**config.mk**
```make
export PLATFORM = sky130hd
export DESIGN_NAME = div_ctrl
export DESIGN_NICKNAME = d
export VERILOG_FILES = /design/src/rtl/common.sv /design/src/rtl/div_ctrl.sv
export SDC_FILE = /design/constraint.sdc
export NUM_CORES = 1
export LEC_CHECK = 0
export ABC_CLOCK_PERIOD_IN_PS = 9110
export BUFFER_PORTS_ARGS = -buffer_cell sky130_fd_sc_hd__buf_2
export CAP_MARGIN = 20
export CORE_AREA = 2 2 175 177
export CTS_CLUSTER_SIZE = 8
export DETAILED_ROUTE_END_ITERATION = 7
export DIE_AREA = 0 0 177 179
export PLACE_DENSITY = 0.68
export SYNTH_ARGS = -nofsm -noshare
export SYNTH_HDL_FRONTEND = slang
export SYNTH_SLANG_ARGS = --single-unit
```
**constraint.sdc**
```tcl
create_clock -name clk -period 9.11 [get_ports clk]
set_clock_uncertainty 0.15 [all_clocks]
set_input_delay 0.4555 -clock clk [delete_from_list [all_inputs] [get_ports clk]]
set_output_delay 0.4555 -clock clk [all_outputs]
set_load 0.01 [all_outputs]
```
**src/rtl/common.sv**
```systemverilog
// Shared execute-stage types and constants.
// Divider op encodings are used by both div_ctrl and the divider decode.
package common;

    typedef enum logic [2:0] {
        IDLE,
        ISSUE,
        WAIT,
        RESP,
        DRAIN
    } div_ctrl_state_t;

    localparam logic [2:0] DIV_T_DIVW  = 3'b000;
    localparam logic [2:0] DIV_T_DIVUW = 3'b001;
    localparam logic [2:0] DIV_T_REMW  = 3'b010;
    localparam logic [2:0] DIV_T_REMUW = 3'b011;
    localparam logic [2:0] DIV_T_DIV   = 3'b100;
    localparam logic [2:0] DIV_T_DIVU  = 3'b101;
    localparam logic [2:0] DIV_T_REM   = 3'b110;
    localparam logic [2:0] DIV_T_REMU  = 3'b111;

endpackage

```
**src/rtl/div_ctrl.sv**
```systemverilog
// Sequencing controller for the multi-cycle divider.
// One op in flight; flushes drain the divider and discard the result.
module div_ctrl
    import common::*;
#(
    parameter int XLEN  = 64,
    parameter int TAG_W = 5
) (
    input  logic             clk,
    input  logic             reset,
    input  logic             req_valid,
    output logic             req_ready,
    input  logic [XLEN-1:0]  req_a,
    input  logic [XLEN-1:0]  req_b,
    input  logic [2:0]       req_type,
    input  logic [TAG_W-1:0] req_tag,
    input  logic             flush,
    output logic             rsp_valid,
    input  logic             rsp_ready,
    output logic [XLEN-1:0]  rsp_data,
    output logic [TAG_W-1:0] rsp_tag,
    output logic             rsp_dbz,
    output logic             div_start,
    output logic [XLEN-1:0]  div_dividend,
    output logic [XLEN-1:0]  div_divisor,
    output logic [2:0]       div_type,
    input  logic [XLEN-1:0]  div_result,
    input  logic             div_done,
    input  logic             div_busy,
    input  logic             div_by_zero,
    output logic             busy,
    output logic [31:0]      perf_div_cycles
);

    div_ctrl_state_t  state;
    logic [XLEN-1:0]  op_a;
    logic [XLEN-1:0]  op_b;
    logic [2:0]       op_type;
    logic [TAG_W-1:0] op_tag;

    assign req_ready    = (state == IDLE) && !flush && !reset;
    // Hold off while the previous op's done tail is still visible
    assign div_start    = (state == ISSUE) && !div_busy && !div_done && !flush;
    assign rsp_valid    = (state == RESP);
    assign busy         = (state != IDLE);
    assign div_dividend = op_a;
    assign div_divisor  = op_b;
    assign div_type     = op_type;

    always_ff @(posedge clk or posedge reset) begin
        if (reset) begin
            state           <= IDLE;
            op_a            <= '0;
            op_b            <= '0;
            op_type         <= '0;
            op_tag          <= '0;
            rsp_data        <= '0;
            rsp_tag         <= '0;
            rsp_dbz         <= 1'b0;
            perf_div_cycles <= '0;
        end else begin
            if (state != IDLE && perf_div_cycles != 32'hFFFF_FFFF)
                perf_div_cycles <= perf_div_cycles + 32'd1;
            unique case (state)
                IDLE: begin
                    if (req_valid && req_ready) begin
                        op_a    <= req_a;
                        op_b    <= req_b;
                        op_type <= req_type;
                        op_tag  <= req_tag;
                        state   <= ISSUE;
                    end
                end
                ISSUE: begin
                    if (flush)
                        state <= IDLE;
                    else if (div_start)
                        state <= WAIT;
                end
                WAIT: begin
                    if (div_done) begin
                        if (!flush) begin
                            rsp_data <= div_result;
                            rsp_tag  <= op_tag;
                            rsp_dbz  <= div_by_zero;
                            state    <= RESP;
                        end else begin
                            state <= IDLE;
                        end
                    end else if (flush) begin
                        state <= DRAIN;
                    end
                end
                RESP: begin
                    if (flush || rsp_ready)
                        state <= IDLE;
                end
                DRAIN: begin
                    // No abort on the divider: let it finish, drop the result
                    if (div_done)
                        state <= IDLE;
                end
                default: state <= IDLE;
            endcase
        end
    end

endmodule

```
After elaboration in Yosys (flattened, before gate mapping)
Index checks and enable logic that the tools add are counted.

operators by class
  $add $sub $neg = 1
  $mul = 0
  div/mod/pow operators = 0
  magnitude comparators = 0
  equality and inequality tests = 10
  shift-type cells = 0
  multiplexer cells = 9
  bitwise operators = 1
  reductions and logical operators = 17

operators with widths
  kind                                           count
  adder 32 x 1 -> 32 bit, second input constant  1
  != test 32 bit, second input constant          1
  2-to-1 mux 3 bit                               7
  one-hot mux 3 bit (5 select lines)             1
  logical AND 1 bit                              7
  == test 3 x 2 -> 1 bit, second input constant  2
  != test 3 bit, second input constant           2
  AND reduction 5 bit                            1
  logical NOT 1 bit                              4
  != test 2 x 1 -> 1 bit, second input constant  2
  == test 3 x 1 -> 1 bit, second input constant  1
  == test 3 bit, second input constant           1
  logical NOT 3 bit                              1
  AND reduction 3 bit                            1
  nonzero test 3 bit                             1
  2-to-1 mux 2 bit                               1
  != test 2 bit, second input constant           1
  AND reduction 2 bit                            1
  logical OR 1 bit                               1
  inverter 1 bit                                 1

storage, ports and cells
  flip-flop bits (word level) = 241
  latch bits = 0
  RAM bits = 0
  bits in read-only memories = 0
  bits of input ports = 208
  output and inout bits = 237
  logic and storage cells = 47
  memories = 0

Logic depth before layout (Yosys ltp)
  depth after elaboration = 7
  depth in mapped cells = 7
  gate-level depth less buffers = 6

Least setup slack after synthesis
OpenSTA, ideal clock, no wires.

  path type = register to output
  start point = reg state[0]
  end point = out div_start
  data arrival time = 1454 ps
  data required time = 8505 ps
  slack = 7050 ps
  stages on the path, launching flop included = 8
  buffers on the path = 2
  cell sequence = dfrtp_1 -> buf_2 -> or3_1 -> clkbuf_4 -> a21oi_1 -> a31oi_1 -> o21ai_0 -> nor4_1

on the way
  cells in the longest elaborated chain, start to end = 4

ends and longest elaborated chain
  item                            line            text
  start, declared                 div_ctrl.sv:35  div_ctrl_state_t state;
  start signal, assigned          div_ctrl.sv:52  state <= IDLE;
  start signal, assigned          div_ctrl.sv:71  state <= ISSUE;
  start signal, assigned          div_ctrl.sv:76  state <= IDLE;
  == test 3 x 1 -> 1 bit          div_ctrl.sv:43  assign div_start = (state == ISSUE) && !div_busy && !div_done && !flush;
  logical AND 1 bit (3 in a row)  div_ctrl.sv:43
  end, declared                   div_ctrl.sv:23  output logic div_start,

No other way between the ends.

Final worst setup path
  start point = reg state[0]
  end point = reg op_b[12] (netlist: div_divisor[12])

on the way
  cells in the longest elaborated chain, start to end = 5

ends and longest elaborated chain
  item                               line                            text
  logical NOT 3 bit (*)              div_ctrl.sv:41, div_ctrl.sv:64
  logical AND 1 bit (2 in a row)     div_ctrl.sv:41                  assign req_ready = (state == IDLE) && !flush && !reset;
  logical AND 1 bit                  div_ctrl.sv:66                  if (req_valid && req_ready) begin
  AND reduction 2 bit (no line) (*)  -
  end signal, assigned               div_ctrl.sv:68                  op_b <= req_b;
  end, declared                      div_ctrl.sv:37                  logic [XLEN-1:0] op_b;

Every way passes the cells marked *; elsewhere a longest branch is shown, timed or not.
A chain may end at the register's enable or synchronous reset.

==> out/metrics.yaml <==
timing:
  fin_crit_sh_pct: 31.3
  period_needed_ns: 2.85
  final_hold_viol_count: 0
  rsz0062_at_grt: "false"
  drv_slew: 0
  relSlewSlack_pct: 20.9
  finalSetupViolCount: 0
  tightestPinTransition_ns: 1.19
  setup_tns_ns: 0
  max_freq_ghz: 0.350
setup_path:
  path_class: "reg2reg"
  required_ns: 9.32
  path_cells: "nor3_2 > nor3b_2 > nand2_8 > mux2_2"
  r2r-end: "div_divisor[12]"
  reg2reg_from: "state[0]"
  rr_worst_depth: 4
  rrSetupSlack_ns: 6.26
  cp_slowest_cell: "mux2_2"
  worstSetupStartpoint: "state[0]"
  crit_cells: 4
  end_kind: "flop"
  worstPathArrival_ns: 3.06
  path_buf_inv: 0
  crit_fanout: 136
  crit_path_max_incr_delay_ns: 0.58
  path_delay_family: "simple AND/OR/NAND/NOR gates"
  critical_path.endpoint: "div_divisor[12]"
  crit_path_start_kind: "flop"
detailed_routing:
  routed_wirelength_um: 23800
  ant_nets: 0
  drtIter0Drc: 224
  routed_via_density: 4.49
  vias: 6556
  drc: 0
  firstDrtPassIters: 4
  wl_per_cell_um: 16.3
global_route:
  grt_start_max_net_pins: 137
  grt_first_pass_wirelength_um: 34500
  antenna_found_initial: 0
  overflow: 0
  grt_usage_pct: 13.8
  grt_pass1_vias: 6423
hold_path:
  holdCritPathClass: "in2reg"
logic_synthesis:
  async_flop_share_pct: 100
  syn-cell-area_um2: 9370
  ys_ff_latch: 241
  synth_top_cell_area_share_pct: 64.4
  yosysWarnings: 0
  synth_flop_cell: "dfrtp_1"
  synth_largest_area_cell: "dfrtp_1"
  syn_inst: 603
  synth_fp_nets: 812
  synth_edf_count: 0
  ys_types: 43
  ys_top_cells_by_area: "dfrtp_1 (64%), mux2_2 (25%), xnor2_1 (2.1%)"
  synth_area_per_cell_um2: 15.5
  synth_seq_area_share_pct: 64.4
run_status:
  run_status: "finished clean"
power_and_ir_drop:
  powerDensity_nw_per_um2: 321
  p_clk_share_pct: 27.2
  sw_frac_of_total_pct: 30.7
  peakVddDrop_uv: 159
  switchingPower_mw: 1.28
  internal-power_mw: 2.89
  p_seq_share_pct: 41.6
  combPwrFrac_pct: 31.2
  leakagePower_nw: 6.74
cells_and_area:
  diodes: 0
  syn_to_final_growth_pct: 38.5
  drive_gt1_share_pct: 66.6
  utilization_pct: 43.2
  nets: 1273
floorplan:
  fp.coreArea_um2: 30000
  row_count: 64
  die_h_um: 179
  io_pins: 445
  start_util_pct: 31.2
  die_w_um: 177
  die_area_um2: 31700
clock_tree:
  clock_path_buffers: 3
  cts_buffers: 36
  post_cts_buffers: 0
  ctsHoldBuffers: 1
  cts_sinks: 241
  cts_tree: "yes"
  cts.clk_slew.worst_paths_ns: 0.05
  cts_root_buf: "clkbuf_16"
  insertion_delay_ns: 0.49
  cts_resized: 0
  htreeDepth: 2
placement:
  gp_congestion: 0.754
  hpwl_um: 17300
  numPortBuffers: 444
flow_run:
  cap_violations: 0
-- Yosys cell counts, drive strengths merged (2+ instances only) --
library cell    n
dfrtp         241
mux2          206
xnor2          22
buf            17
nand4          15
nand3          14
nand2          13
clkbuf          9
nor3            9
xor2            9
nor2            8
and3            6
a21oi           5
and4            4
and2            3
inv             3
nor4            3
a21boi          2
nor2b           2
nor3b           2
o21ai           2
or4             2
-- power groups by stage --
stage               Combinational, mW  Sequential [mW]  Clock [mW]
detailed placement               1.32             1.75           0
CTS                              1.32             1.74        1.17
floorplan                       0.497             1.94           0
global route                     1.41             1.79        1.22
global placement                 1.28             1.73           0
finish                           1.30             1.74        1.14
-- worst min path at each step --
stage / from / end / depth (start not counted)
finish: req_b[32] / div_divisor[32] / 2
global route: req_b[54] / div_divisor[54] / 2
CTS: req_b[32] / div_divisor[32] / 2
detailed placement: div_dividend[3] / div_dividend[3] / 1
global placement: rsp_data[44] / rsp_data[44] / 1
floorplan: op_tag[0] / rsp_tag[0] / 1
-- cell type report --
type                       instances  area (µm²)
fill                            2829       17000
sequential                       241        6030
multi-input combinational        333        3210
timing repair buffer             449        2280
clock buffer                      38         930
tap                              396         495
inverter                           3        18.8
clock inverter                     1        8.76
-- stage by stage --
step	cells	setup WS (ns)	total power, mW	hold WS [ns]	area (µm²)
after floorplan	603	1.89	2.43	0.325	9370
after global placement	1419	6.37	3.02	0.331	12000
after detailed placement	1419	6.29	3.07	0.337	12000
after CTS	1459	6.32	4.24	0.0224	12900
after global routing	1461	6.18	4.42	0.0228	13000
final	1461	6.26	4.17	0.0503	13000
-- layout by cell type (no fill, tap or decap), types with 2 or more instances in the layout --
master / n
nor3_2: 2
nand3_1: 13
and3_1: 3
nor4_1: 2
inv_1: 2
xor2_1: 9
and4_1: 3
nor2b_1: 2
dfrtp_1: 241
mux2_2: 206
and2_1: 2
a21oi_1: 5
nand4_1: 14
buf_4: 3
buf_2: 444
nor2_1: 7
xnor2_1: 22
clkbuf_16: 37
nand2_1: 12
and3_2: 3
nor3_1: 7
-- sequential cells by signal, summed over array words and instances (netlist names) --
name	flops
div_divisor	64
state	3
rsp_dbz	1
rsp_data	64
op_tag	5
div_dividend	64
rsp_tag	5
perf_div_cycles	32
div_type	3
-- metal layers --
metal,track usage [%],vias to the layer above,part of all wire (%)
met1,16.4,3214,39
met5,0,-,0
li1,-,3045,-
met3,3.86,41,8.0
met2,24.0,256,51
met4,4.65,0,2.1
-- logic make-up (layout without fill, tap and decap cells) --
kind of cell    after synthesis  in the layout  share of synthesized area (%)
flops                       241            241                           64.4
buf+inv                      29            491                           1.60
compound gates               10             10                          0.641
mux                         207            207                           24.9
xor+xnor                     31             31                           2.90
fa+ha+maj                     1              1                          0.134
simple gates                 84             84                           5.49
Note: power is estimated with default switching activity, not from simulation.
